File: src/rtl/draw_rect_ctl.sv
// draw_rect_ctl
//   Position controller between the mouse-position delay register and the
//   rectangle renderer (VGA pixel clock domain). In IDLE the rectangle
//   follows the delayed mouse position. A left-button press drops it: it
//   falls under constant acceleration (one velocity step per physics tick)
//   until it reaches the screen bottom, then holds. A press while landed
//   returns to tracking.
//
//   Optional feature macro: RECT_BOUNCE_EN
//     When defined, bottom contact with enough speed bounces the rectangle
//     up (state RISE) at half the impact speed, repeating until the rebound
//     speed drops below 2 px/tick.
//
// Ports
//   clk         in   pixel clock
//   rst         in   asynchronous active-low reset
//   xpos_in     in   [11:0] delayed mouse x
//   ypos_in     in   [11:0] delayed mouse y
//   mouse_left  in   left button level, synchronous to clk
//   xpos_out    out  [11:0] rectangle x (registered)
//   ypos_out    out  [11:0] rectangle y (registered)
//   falling     out  high while falling (or rising when bouncing)
//   fsm_state   out  [1:0] debug view of the controller state
//                    (0 IDLE, 1 FALL, 2 LANDED, 3 RISE)
//
// Interface timing: no handshakes; all inputs are sampled every cycle and
// all outputs are registered, changing only on the rising clock edge.

module draw_rect_ctl #(
   parameter int TICK_DIV      = 400000,
   parameter int RECT_HEIGHT   = 64,
   parameter int SCREEN_HEIGHT = 600,
   parameter int GRAVITY       = 1,
   parameter int VMAX          = 64
) (
   input  logic        clk,
   input  logic        rst,
   input  logic [11:0] xpos_in,
   input  logic [11:0] ypos_in,
   input  logic        mouse_left,
   output logic [11:0] xpos_out,
   output logic [11:0] ypos_out,
   output logic        falling,
   output logic [1:0]  fsm_state
);

   localparam int          CW       = (TICK_DIV > 2) ? $clog2(TICK_DIV) : 1;
   localparam logic [CW-1:0] TICK_LAST = CW'(TICK_DIV - 1);
   localparam logic [12:0] BOTTOM   = 13'(SCREEN_HEIGHT - RECT_HEIGHT);
   localparam logic [11:0] BOTTOM12 = 12'(SCREEN_HEIGHT - RECT_HEIGHT);
   localparam logic [12:0] GRAV     = 13'(GRAVITY);
   localparam logic [12:0] VLIM     = 13'(VMAX);

`ifdef RECT_BOUNCE_EN
   typedef enum logic [1:0] {IDLE = 2'd0, FALL = 2'd1, LANDED = 2'd2, RISE = 2'd3} state_t;
`else
   typedef enum logic [1:0] {IDLE = 2'd0, FALL = 2'd1, LANDED = 2'd2} state_t;
`endif

   state_t        state;
   logic [CW-1:0] tick_cnt;
   logic          tick;
   logic          mouse_left_q;
   logic          press;
   logic [12:0]   vel;
   logic [12:0]   v_sum;
   logic [12:0]   v_next;
   logic [12:0]   y_sum;
   logic [12:0]   y_in_ext;
   logic [11:0]   y_track;

   assign fsm_state = state;
   assign press     = mouse_left & ~mouse_left_q;
   assign tick      = (tick_cnt == TICK_LAST);

   // 13-bit physics arithmetic: a 12-bit position plus a capped velocity
   // cannot wrap, so the floor comparison is always exact.
   assign v_sum    = vel + GRAV;
   assign v_next   = (v_sum > VLIM) ? VLIM : v_sum;
   assign y_sum    = {1'b0, ypos_out} + v_next;
   assign y_in_ext = {1'b0, ypos_in};
   assign y_track  = (y_in_ext > BOTTOM) ? BOTTOM12 : ypos_in;

`ifdef RECT_BOUNCE_EN
   logic [12:0] vb;
   logic [11:0] y_up;
   assign vb   = v_next >> 1;
   // Rising position is floored at the top of the screen.
   assign y_up = (vel >= {1'b0, ypos_out}) ? 12'd0 : (ypos_out - vel[11:0]);
`endif

   // Free-running physics tick, independent of the controller state.
   always_ff @(posedge clk or negedge rst) begin
      if (!rst) begin
         tick_cnt <= '0;
      end else if (tick) begin
         tick_cnt <= '0;
      end else begin
         tick_cnt <= tick_cnt + CW'(1);
      end
   end

   always_ff @(posedge clk or negedge rst) begin
      if (!rst) begin
         state        <= IDLE;
         xpos_out     <= '0;
         ypos_out     <= '0;
         vel          <= '0;
         falling      <= 1'b0;
         mouse_left_q <= 1'b0;
      end else begin
         mouse_left_q <= mouse_left;
         case (state)
            IDLE: begin
               // Positions load even on the press cycle; that load is the
               // frozen start point of the fall. Ticks are ignored here.
               xpos_out <= xpos_in;
               ypos_out <= y_track;
               vel      <= '0;
               if (press) begin
                  state   <= FALL;
                  falling <= 1'b1;
               end
            end
            FALL: begin
               if (tick) begin
                  if (y_sum >= BOTTOM) begin
                     ypos_out <= BOTTOM12;
`ifdef RECT_BOUNCE_EN
                     if (vb >= 13'd2) begin
                        vel   <= vb;
                        state <= RISE;
                     end else begin
                        vel     <= '0;
                        state   <= LANDED;
                        falling <= 1'b0;
                     end
`else
                     vel      <= '0;
                     state    <= LANDED;
                     falling  <= 1'b0;
`endif
                  end else begin
                     vel      <= v_next;
                     ypos_out <= y_sum[11:0];
                  end
               end
            end
            LANDED: begin
               if (press) begin
                  state <= IDLE;
               end
            end
`ifdef RECT_BOUNCE_EN
            RISE: begin
               if (tick) begin
                  if (vel <= GRAV) begin
                     vel   <= '0;
                     state <= FALL;
                  end else begin
                     ypos_out <= y_up;
                     vel      <= vel - GRAV;
                  end
               end
            end
`endif
            default: begin
               state   <= IDLE;
               falling <= 1'b0;
            end
         endcase
      end
   end

endmodule

File: config.mk
export PLATFORM = sky130hd
export DESIGN_NAME = draw_rect_ctl
export DESIGN_NICKNAME = d
export VERILOG_FILES = /design/src/rtl/draw_rect_ctl.sv
export SDC_FILE = /design/constraint.sdc
export NUM_CORES = 1
export LEC_CHECK = 0
export CAP_MARGIN = 20
export CORE_ASPECT_RATIO = 1.4
export CORE_MARGIN = 2
export CORE_UTILIZATION = 56
export CTS_BUF_LIST = sky130_fd_sc_hd__clkbuf_8
export DETAILED_ROUTE_END_ITERATION = 16
export GPL_TIMING_DRIVEN = 0
export PLACE_DENSITY_LB_ADDON = 0.1
export RECOVER_POWER = 50
export SETUP_SLACK_MARGIN = 0.05
export SYNTH_ARGS = -nofsm -noshare
export SYNTH_HDL_FRONTEND = slang
export SYNTH_SLANG_ARGS = --single-unit
File: constraint.sdc
create_clock -name clk -period 6 [get_ports clk]
set_clock_uncertainty 0.15 [all_clocks]
set_input_delay 1.8 -clock clk [delete_from_list [all_inputs] [get_ports clk]]
set_output_delay 1.8 -clock clk [all_outputs]
set_load 0.01 [all_outputs]
==> results.ini, run 1 <==
[outcome]
status=finished, violations left
violations=max-capacitance violations, max-slew violations

[route]
post_drt_wl_per_cell_um=16.63
firstDrtPassIters=4
vias=2954
wirelength_mm=8.280
drt_iter0_drc=133
remaining_drc_errors=0
viasPerCell=5.932
ant_nets=0

[global_routing]
track_usage_pct=25.53
grt_pass1_vias=3061
antenna_found_initial=0
grt_pass1_wl_mm=14.26
grt-ovfl-total=0
grt_start_max_net_pins=37

[clock_tree]
post_cts_resized=0
cts.htree.levels=3
clock_path_buffers=2
cts.clk_slew.worst_paths_ps=70
tritoncts=yes
cts.sinks=60
ctsHoldBuffers=0
cts_buffers=9
clock_latency_ps=340
cts-root-buf=clkbuf_8
postCtsSetupBuffers=0

[timing]
tns_ps=0
grt_setup_unrepaired=no
slew-limit-headroom_pct=-29.00
worst_pin_slew_ps=1935
timing.fmax_mhz=196.3
min_period_ps=5095
setup_violations=0
slew_viol_final=37
period_share_pct=84.92
timing_hold_violations_final=0

[cells_and_area]
areaGrowthSynthToFinish_pct=23.78
nets=464
fin_area_sq_mm=0.004403
n_antenna_cell=0
seq_area_sq_mm=0.001501
multi_input_area_sq_mm=0.001951
fillers=484
drive_gt1_share_pct=11.27

[worst_setup_path]
crit_path_max_fanout=10
criticalPathCategory=reg -> reg
cp.required_ps=6060
critPathCaptureType=flip-flop
worstPathArrival_ps=5160
cp-start-kind=flip-flop

[floorplan]
dieHeight_um=98.30
io_pins=54
die_area_sq_mm=0.007015
die_w_um=71.36
num_rows=34
initial_core_util_pct=57.67
coreArea_sq_mm=0.006168

[synth]
avgSynthCellArea_sq_um=10.08
synth_cell_types=71
synth_edf_count=0
post-synth-top-count-cell=dfrtp_1
ys_warn_count=0
ys_ff_latch=60
async_flop_share_pct=100.0
synth.area.top_cells=dfrtp_1, ha_1, mux2_2
synth_ff_type=dfrtp_1
synthCells=353
yosys.area.top_type=dfrtp_1
synthesis.area_sq_mm=0.003557
netlist_top_cells_count=dfrtp_1, nor2_1, nand2_1, a21oi_1
synth_top_area_share_pct=42.21
yosysSeqAreaShare_pct=42.21

[placed_design]
port-buffer-count=53
post_dp_cell_area_sq_mm=0.004214
place_hpwl_mm=6.369
globalplace.congestion=0.8577

[run]
drv_cap=1

[power]
power_density_mw_per_mm2=189.7
peakVddDrop_uv=121.2
power_leakage_nw=1.975

[hold_path]
min_path_type=reg -> reg

critical path, cell delays in order (launching register included):
cell and delay [ps]:
dfrtp_1 480, ha_1 240, clkbuf_1 200, a311o_1 400, a21oi_1 140, o211ai_1 110
o311ai_0 220, nand4_2 410, nor2_1 310, ha_1 290, a211oi_1 250, nor2_1 150
o41ai_4 380, mux2i_1 150, o32ai_2 500, or2_1 190, buf_6 140, buf_6 170
o21ai_0 100
state kept, by name, indices dropped and copies added (netlist names):
signal,count
falling,1
vel,13
mouse_left_q,1
fsm_state,2
ypos_out,12
xpos_out,12
tick_cnt,19
per-stage QoR:
| stage | power, mW | std cells | utilization, % | hold slack (ps) | setup slack [ps] |
|---|---|---|---|---|---|
| final | 0.8352 | 498 | 71.38 | 335.5 | 904.9 |
| after global routing | 0.8644 | 498 | 71.38 | 358.0 | 559.1 |
| after CTS | 0.8440 | 498 | 71.66 | 342.7 | 898.3 |
| after detailed placement | 0.4640 | 483 | 68.32 | 329.6 | 882.3 |
| after global placement | 0.4621 | 481 | 67.91 | 306.7 | 1039 |
| after floorplan | 0.4317 | 356 | - | 288.0 | 1701 |
cell usage in the layout, fill, tap and decap left out, types with 5 or more instances in the layout:
cell type | netlist | layout
a21o_1 | 8 | 8
a21oi_1 | 15 | 15
and2_1 | 9 | 8
and3_1 | 8 | 8
clkbuf_1 | 11 | 13
clkbuf_8 | 0 | 9
clkdlybuf4s50_1 | 0 | 51
dfrtp_1 | 60 | 60
ha_1 | 14 | 14
inv_1 | 8 | 10
mux2_2 | 14 | 14
nand2_1 | 25 | 25
nand3_1 | 13 | 13
nand4_1 | 8 | 8
nor2_1 | 31 | 31
nor2b_1 | 5 | 5
nor4_1 | 7 | 7
o21ai_0 | 7 | 7
o21ai_1 | 6 | 6
or3_1 | 6 | 6
xnor2_1 | 14 | 14
xor2_1 | 13 | 13
cells by family (layout without fill, tap and decap cells):
family | after synthesis | count (layout) | share of synthesized area, %
compound gates | 82 | 82 | 18.29
xor+xnor | 27 | 27 | 6.648
flops | 60 | 60 | 42.21
other cells | 1 | 4 | 0.1054
simple gates | 129 | 129 | 19.28
buf+inv | 24 | 94 | 3.271
mux | 15 | 15 | 4.713
fa+ha+maj | 15 | 15 | 5.487
power breakdown:
| group | total [mW] | internal, mW | leakage, nW | switching (mW) |
|---|---|---|---|---|
| clock | 0.380 | 0.228 | 0.104 | 0.152 |
| sequential | 0.405 | 0.405 | 0.764 | 0.000261 |
| combinational | 0.0497 | 0.0239 | 1.11 | 0.0258 |
| total | 0.835 | 0.657 | 1.98 | 0.178 |
cell type report:
cell class | instances | area share, %
plain buffers | 16 | 1.961
clock buffers | 9 | 2.813
clock inverters | 6 | 1.876
inverters | 8 | 0.6820
multi-input cells | 272 | 44.30
flip-flops and latches | 60 | 34.10
well taps | 72 | 2.046
repair buffers | 55 | 12.22
final timing paths:
path | from | endpoint | slack [ps] | cells after the start
max | vel[0] | fsm_state[0] | 900 | 18
min | tick_cnt[4] | tick_cnt[4] | 340 | 1
max reg2reg | vel[0] | fsm_state[0] | 900 | 18
min reg2reg | tick_cnt[4] | tick_cnt[4] | 340 | 1
max in group asynchronous | rst | vel[1] | 1700 | 2
min in group asynchronous | rst | xpos_out[6] | 1580 | 1
per-layer routing:
layer	vias to the layer above	global-route usage [%]	wire (um)	part of all wire, %
li1	1428	-	-	-
met1	1454	29.04	3253	39
met2	56	45.87	4601	56
met3	16	3.612	209	2.5
met4	0	12.34	215	2.6
met5	-	0	0	0
Note: power is estimated with default switching activity, not from simulation.
==> run 2: changes to the inputs <==
- CORE_UTILIZATION: 56 -> 51
- clock period: 6 -> 4.2 ns (I/O delays scaled with it)
==> run 2 against run 1 <==
- total power is 41% higher
- setup slack got worse by 1000 ps
- the flow finishes with violations (max-capacitance violations, max-slew violations, negative setup slack)
- clock power increased by 34%
- global-route usage is 0.26 points higher
- clock-buffer cell count is the same
- critical path depth is the same
- sequential cell count unchanged
- combinational power rose by 83%
- sequential share of layout area shrank 4.1 points
- core utilization grew 1.9 points
- register-to-register slack lost 1000 ps
- first-iteration DRC count down 3.8%
==> results.ini, run 2 (synthesized netlist as in run 1, its figures left out) <==
[power]
power_frac_comb_pct=7.7  ; +1.8 points
power_mw=1.181  ; +41%
net-switching-power_uw=285.6  ; +61%
peakVddDrop_uv=158.6  ; +31%
power_leakage_nw=2.185  ; +11%
switching_share_pct=24.19  ; +2.9 points
p_clk_share_pct=43.3  ; -2.2 points
seqPwrFrac_pct=49.0  ; +0.5 points
power_density_mw_per_mm2=235.4  ; +24%
internal_power_uw=895.0  ; +36%

[floorplan]
initial_core_util_pct=51.96  ; -5.7 points
io_pins=54  ; unchanged
num_rows=36  ; +5.9%
coreArea_sq_mm=0.006847  ; +11%
die_w_um=74.59  ; +4.5%
dieHeight_um=102.8  ; +4.6%
die_area_sq_mm=0.007668  ; +9.3%

[worst_setup_path]
r2r_start=vel[0]
worstPathArrival_ps=4440  ; -720 ps
reg2regPathDepth=18  ; unchanged
criticalPathCategory=reg -> reg
cp-start-kind=flip-flop
cpMaxStageDelayCell=dfrtp_2
r2r_end=ypos_out[2]
rrSetupSlack_ps=-130  ; -1040 ps
cp.required_ps=4310  ; -1750 ps
path_cells=ha_4, a311o_1, a21oi_2, o211ai_1, o311ai_4, nand4_4, a21oi_2, ha_1, buf_6, and3_4, a221oi_4, xnor2_2, a211oi_2, a41oi_2, or2_4, buf_8, buf_8, o31ai_4
critPathCaptureType=flip-flop
slowest_delay_ps=450  ; -50 ps
crit_path_max_fanout=7  ; -3

[clock_tree]
cts_buffers=9  ; unchanged
cts.sinks=60  ; unchanged
cts-root-buf=clkbuf_8
clock_path_buffers=2  ; unchanged
cts.htree.levels=3  ; unchanged
tritoncts=yes
clock_latency_ps=350  ; about the same
cts.clk_slew.worst_paths_ps=70  ; about the same

[timing]
min_period_ps=4333  ; -762.6 ps
timing.fmax_mhz=230.8  ; +18%
setup_violations=18  ; +18
grt_setup_unrepaired=yes
fin_ws_ps=-132.5  ; -1037 ps
timing_hold_violations_final=0  ; unchanged
worst_pin_slew_ps=1640  ; -295.0 ps
slew-limit-headroom_pct=-9.337  ; +20 points
slew_viol_final=31  ; -16%
period_share_pct=103.2  ; +18 points
hold_slack_ps=326.3  ; -9.141 ps

[cells_and_area]
drive_gt1_share_pct=27.73  ; +16 points
areaGrowthSynthToFinish_pct=41.01
finalCoreUtilization_pct=73.26  ; +1.9 points
fin_area_sq_mm=0.005016  ; +14%
largest_register_ffs=19  ; unchanged
top_register=tick_cnt
n_antenna_cell=0  ; unchanged
nets=495  ; +6.7%
final_cell_mix=dfrtp_1, clkdlybuf4s50_1, buf_4
final_common_cell=dfrtp_1
reg.largest.list=tick_cnt: 19 flops, vel: 13 flops
fillers=504  ; +4.1%

[placed_design]
port-buffer-count=53  ; unchanged
post_dp_cell_area_sq_mm=0.004269  ; +1.3%
place_hpwl_mm=6.343  ; -0.42%
globalplace.congestion=0.8131  ; -5.2%

[global_routing]
grt_pass1_vias=3132  ; +2.3%
grt-ovfl-total=0  ; unchanged
grt_pass1_wl_mm=14.89  ; +4.4%
antenna_found_initial=0  ; unchanged
track_usage_pct=25.79  ; +0.26 points
grt_start_max_net_pins=32  ; -14%

[hold_path]
hold_start=tick_cnt[4]
min_path_type=reg -> reg
min_to=tick_cnt[4]
holdPathStages=1  ; unchanged

[route]
firstDrtPassIters=4  ; unchanged
vias=3157  ; +6.9%
post_drt_wl_per_cell_um=17.76  ; +6.8%
ant_nets=0  ; unchanged
wirelength_mm=9.820  ; +19%
remaining_drc_errors=0  ; unchanged
drt_iter0_drc=128  ; -3.8%
viasPerCell=5.709  ; -3.8%

[outcome]
violations=max-capacitance violations, max-slew violations, negative setup slack
status=finished, violations left

[run]
drv_cap=1  ; unchanged

[run 2: cell types whose count changed in the layout (fill, tap and decap cells not counted), moves of 3 or more]
cell	previous run	this run
o41ai_1	4	1
nor2_2	0	5
a21oi_2	0	5
nor2_1	31	25
ha_4	0	3
dfrtp_1	60	57
o21ai_1	6	2
buf_4	1	28
ha_1	14	9
a21oi_1	15	10
dfrtp_2	0	3
clkbuf_1	13	10
o21ai_2	0	5
[run 2: repair_timing]
item / in CTS / in global routing
hold endpoints to repair: 0 / 0
setup buffers: 24 / 8
pin swaps: 33 / 33
gates cloned: 2 / 0
hold buffers: 0 / 0
resized for setup: 35 / 33
setup endpoints to repair: 20 / 20
[run 2: worst max path at each step]
stage / from / endpoint / slack (ps) / depth (start not counted)
after floorplan: vel[3] / ypos_out[2] / 60 / 18
after global placement: vel[0] / ypos_out[2] / -460 / 18
after detailed placement: vel[0] / ypos_out[2] / -550 / 18
after CTS: vel[1] / ypos_out[2] / -10 / 19
after global routing: vel[0] / ypos_out[2] / -270 / 18
final: vel[0] / ypos_out[2] / -130 / 18
[run 2: cell type report]
| type | count | area, sq um | share of cell area [%] |
|---|---|---|---|
| clock buffers | 9 | 123.9 | 2.469 |
| repair buffers | 87 | 818.3 | 16.31 |
| plain buffers | 15 | 95.09 | 1.896 |
| flip-flops and latches | 60 | 1505 | 30.01 |
| well taps | 95 | 118.9 | 2.370 |
| clock inverters | 7 | 68.82 | 1.372 |
| multi-input cells | 272 | 2256 | 44.97 |
| inverters | 8 | 30.03 | 0.5987 |
[run 2: metal layers]
metal	GRT usage [%]	wire length [um]	vias up	part of all wire [%]
met3	5.083	357	27	3.6
met5	0	0	-	0
li1	-	-	1493	-
met4	10.30	308	0	3.1
met2	47.65	5433	78	55
met1	28.32	3720	1559	38
[run 2: metrics by stage]
step           setup WS, ps  instances  setup TNS (ps)
6_report             -132.5        553           -1514
5_1_grt              -271.8        553           -4221
4_1_cts              -10.62        548          -32.52
3_5_place_dp         -550.4        506           -8955
3_3_place_gp         -460.4        504          -18270
2_1_floorplan         57.59        356               0
[run 2: worst max-delay path, delay by kind of cell, from the launching register on]
kind,cells,cell delay [ps]
buffers and inverters,3,420
and+or+nand+nor,3,710
adders and majority gates,2,440
xor gates and xnor gates,1,110
AOI/OAI and AO/OA,9,1970
DFF,1,450
[run 2: power groups by stage]
stage               registers, mW  clock network, mW  logic (mW)
floorplan                   0.590                  0      0.0273
finish                      0.579              0.511      0.0910
detailed placement          0.590                  0      0.0743
global placement            0.590                  0      0.0707
CTS                         0.579              0.519      0.0877
global route                0.579              0.550      0.0985
==> run 3: changes to the inputs <==
- CORE_UTILIZATION: 51 -> 49
- CTS_BUF_LIST: sky130_fd_sc_hd__clkbuf_8 -> default
==> run 3 against run 2 <==
- the flow still finishes with violations (max-capacitance violations, max-slew violations, negative setup slack)
- largest cell class unchanged
- sequential cell count unchanged
- final cell count down 0.54%
- via count down 0.89%
- critical path depth unchanged
- clock-buffer cell count up 3
- total power up 9.5%
- sequential power about the same
- routed wire length about the same
- combinational power up 5.3%
- global-route usage down 1.2 points
==> results.ini, run 3 (synthesized netlist as in run 1, its figures left out) <==
[cells_and_area]
drive_gt1_share_pct=28.13  ; +0.40 points
reg.largest.list=tick_cnt: 19 flops, vel: 13 flops
largest_register_ffs=19  ; unchanged
areaGrowthSynthToFinish_pct=43.37
n_antenna_cell=0  ; unchanged
fin_area_sq_mm=0.005100  ; +1.7%
nets=492  ; -0.61%
final_cell_mix=dfrtp_1, clkdlybuf4s50_1, nand2_1
final_common_cell=dfrtp_1
top_register=tick_cnt

[worst_setup_path]
criticalPathCategory=reg -> reg
path_common_cell=a21o_1
cp-start-kind=flip-flop
r2r_end=ypos_out[8]
critPathCaptureType=flip-flop
r2r_start=vel[3]
rrSetupSlack_ps=-120  ; about the same
slowest_delay_ps=440  ; about the same
cp.required_ps=4310  ; about the same
crit_path_max_fanout=7  ; unchanged
reg2regPathDepth=18  ; unchanged
worstPathArrival_ps=4430  ; about the same
path_cells=buf_6, nand4_1, or3_4, mux2_4, a21o_1, nand4_4, nor2_2, ha_2, fa_2, a21o_1, a22o_1, o221ai_2, xor2_1, a41oi_2, or2_4, buf_8, buf_12, o31ai_4
cpMaxStageDelayCell=or3_4

[floorplan]
initial_core_util_pct=50.95  ; -1.0 points
io_pins=54  ; unchanged
die_w_um=76.01  ; +1.9%
die_area_sq_mm=0.007967  ; +3.9%
coreArea_sq_mm=0.006982  ; +2.0%
num_rows=36  ; unchanged
dieHeight_um=104.8  ; +1.9%

[route]
drt_iter0_drc=142  ; +11%
firstDrtPassIters=4  ; unchanged
vias=3129  ; -0.89%
wirelength_mm=9.829  ; about the same
post_drt_wl_per_cell_um=17.87  ; +0.64%
remaining_drc_errors=0  ; unchanged
viasPerCell=5.689  ; -0.35%
ant_nets=0  ; unchanged

[power]
seqPwrFrac_pct=44.8  ; -4.2 points
power_frac_comb_pct=7.4  ; -0.3 points
p_clk_share_pct=47.8  ; +4.5 points
net-switching-power_uw=284.7  ; -0.30%
switching_share_pct=22.03  ; -2.2 points
internal_power_mw=1.008  ; +13%
power_leakage_nw=2.215  ; +1.4%
peakVddDrop_uv=206.8  ; +30%
power_density_mw_per_mm2=253.4  ; +7.7%

[clock_tree]
cts.htree.levels=3  ; unchanged
cts-root-buf=clkbuf_8
tritoncts=yes
cts.clk_slew.worst_paths_ps=70  ; about the same
clock_latency_ps=350  ; about the same
cts.sinks=60  ; unchanged
cts_buffers=9  ; unchanged
clock_path_buffers=2  ; unchanged

[placed_design]
post_dp_cell_area_sq_mm=0.004265  ; about the same
port-buffer-count=53  ; unchanged
place_hpwl_mm=6.254  ; -1.4%
post-place-ws_ps=-523.5  ; +26.92 ps
globalplace.congestion=0.8429  ; +3.7%

[timing]
slew-limit-headroom_pct=-26.05  ; -17 points
period_share_pct=102.9  ; -0.27 points
worst_pin_slew_ps=1891  ; +250.6 ps
timing.fmax_mhz=231.4  ; +0.26%
grt_setup_unrepaired=yes
slew_viol_final=37  ; +19%
min_period_ps=4321  ; -11.26 ps
fin_ws_ps=-121.3  ; +11.26 ps
hold_slack_ps=331.3  ; +4.938 ps
timing_hold_violations_final=0  ; unchanged
setup_violations=16  ; -2

[hold_path]
min_path_type=reg -> reg
holdPathStages=1  ; unchanged
min_to=tick_cnt[4]
hold_start=tick_cnt[4]

[global_routing]
grt_pass1_wl_mm=15.57  ; +4.5%
antenna_found_initial=0  ; unchanged
grt_start_max_net_pins=37  ; +16%
grt-ovfl-total=0  ; unchanged
grt_pass1_vias=3229  ; +3.1%
track_usage_pct=24.55  ; -1.2 points

[run]
drv_cap=1  ; unchanged

[outcome]
violations=max-capacitance violations, max-slew violations, negative setup slack
status=finished, violations left

-- run 3: changes by cell type in the layout (fill, tap and decap cells not counted), moves of 2 or more --
| cell | before | now |
|---|---|---|
| a21oi_1 | 10 | 12 |
| a21oi_2 | 5 | 3 |
| buf_4 | 28 | 22 |
| buf_6 | 5 | 9 |
| clkbuf_8 | 9 | 12 |
| clkinv_4 | 2 | 0 |
| o21ai_0 | 6 | 4 |
-- run 3: cell type report --
cell class / count / area, sq um
buffer: 15 / 102.6
clock buffer: 12 / 165.2
clock inverter: 4 / 70.07
fill: 480 / 1882
inverter: 8 / 30.03
multi-input combinational: 272 / 2301
sequential: 60 / 1504
tap: 95 / 118.9
timing repair buffer: 84 / 808.3
-- run 3: worst max-delay path by stage --
stage	startpoint	to	slack (ps)	cells after the start
2_1_floorplan	vel[3]	ypos_out[2]	60	18
3_3_place_gp	rst	vel[0]	-430	1
3_5_place_dp	vel[0]	fsm_state[0]	-520	18
4_1_cts	vel[1]	ypos_out[8]	-50	18
5_1_grt	vel[0]	ypos_out[8]	-290	18
6_report	vel[3]	ypos_out[8]	-120	18
-- run 3: through the flow --
| stage | utilization [%] | setup TNS, ps | total power, mW | instances |
|---|---|---|---|---|
| after floorplan | - | 0 | 0.6171 | 356 |
| after global placement | 60.79 | -18820 | 0.6609 | 504 |
| after detailed placement | 61.09 | -8165 | 0.6638 | 505 |
| after CTS | 69.61 | -96.86 | 1.287 | 539 |
| after global routing | 73.05 | -4085 | 1.335 | 550 |
| final | 73.05 | -1061 | 1.292 | 550 |
-- run 3: power groups by stage --
stage          clock network [mW]  registers [mW]  logic, mW
2_1_floorplan                   0           0.590     0.0273
3_3_place_gp                    0           0.590     0.0711
3_5_place_dp                    0           0.590     0.0742
4_1_cts                     0.617           0.579     0.0914
5_1_grt                     0.654           0.578      0.103
6_report                    0.617           0.579     0.0958
-- run 3: timing repair --
action	in CTS	in global routing
setup buffers	17	11
pin swaps	25	13
hold buffers	0	0
gates resized for setup	46	32
cloned	2	0
setup endpoints to repair	20	20
-- run 3: worst max-delay path, delay by kind of cell, from the launching register on --
kind | cells | cell delay [ps]
AOI/OAI and AO/OA | 6 | 1100
xor gates and xnor gates | 1 | 230
adders and majority gates | 2 | 540
buffers and inverters | 3 | 420
DFF | 1 | 360
muxes | 1 | 280
and+or+nand+nor | 5 | 1130
-- run 3: per-layer routing --
layer / global-route usage, % / up-vias / part of all wire (%) / routed length [um]
li1: - / 1486 / - / -
met1: 26.57 / 1547 / 38 / 3759
met2: 46.24 / 71 / 56 / 5468
met3: 4.404 / 25 / 2.8 / 277
met4: 10.78 / 0 / 3.3 / 324
met5: 0 / - / 0 / 0
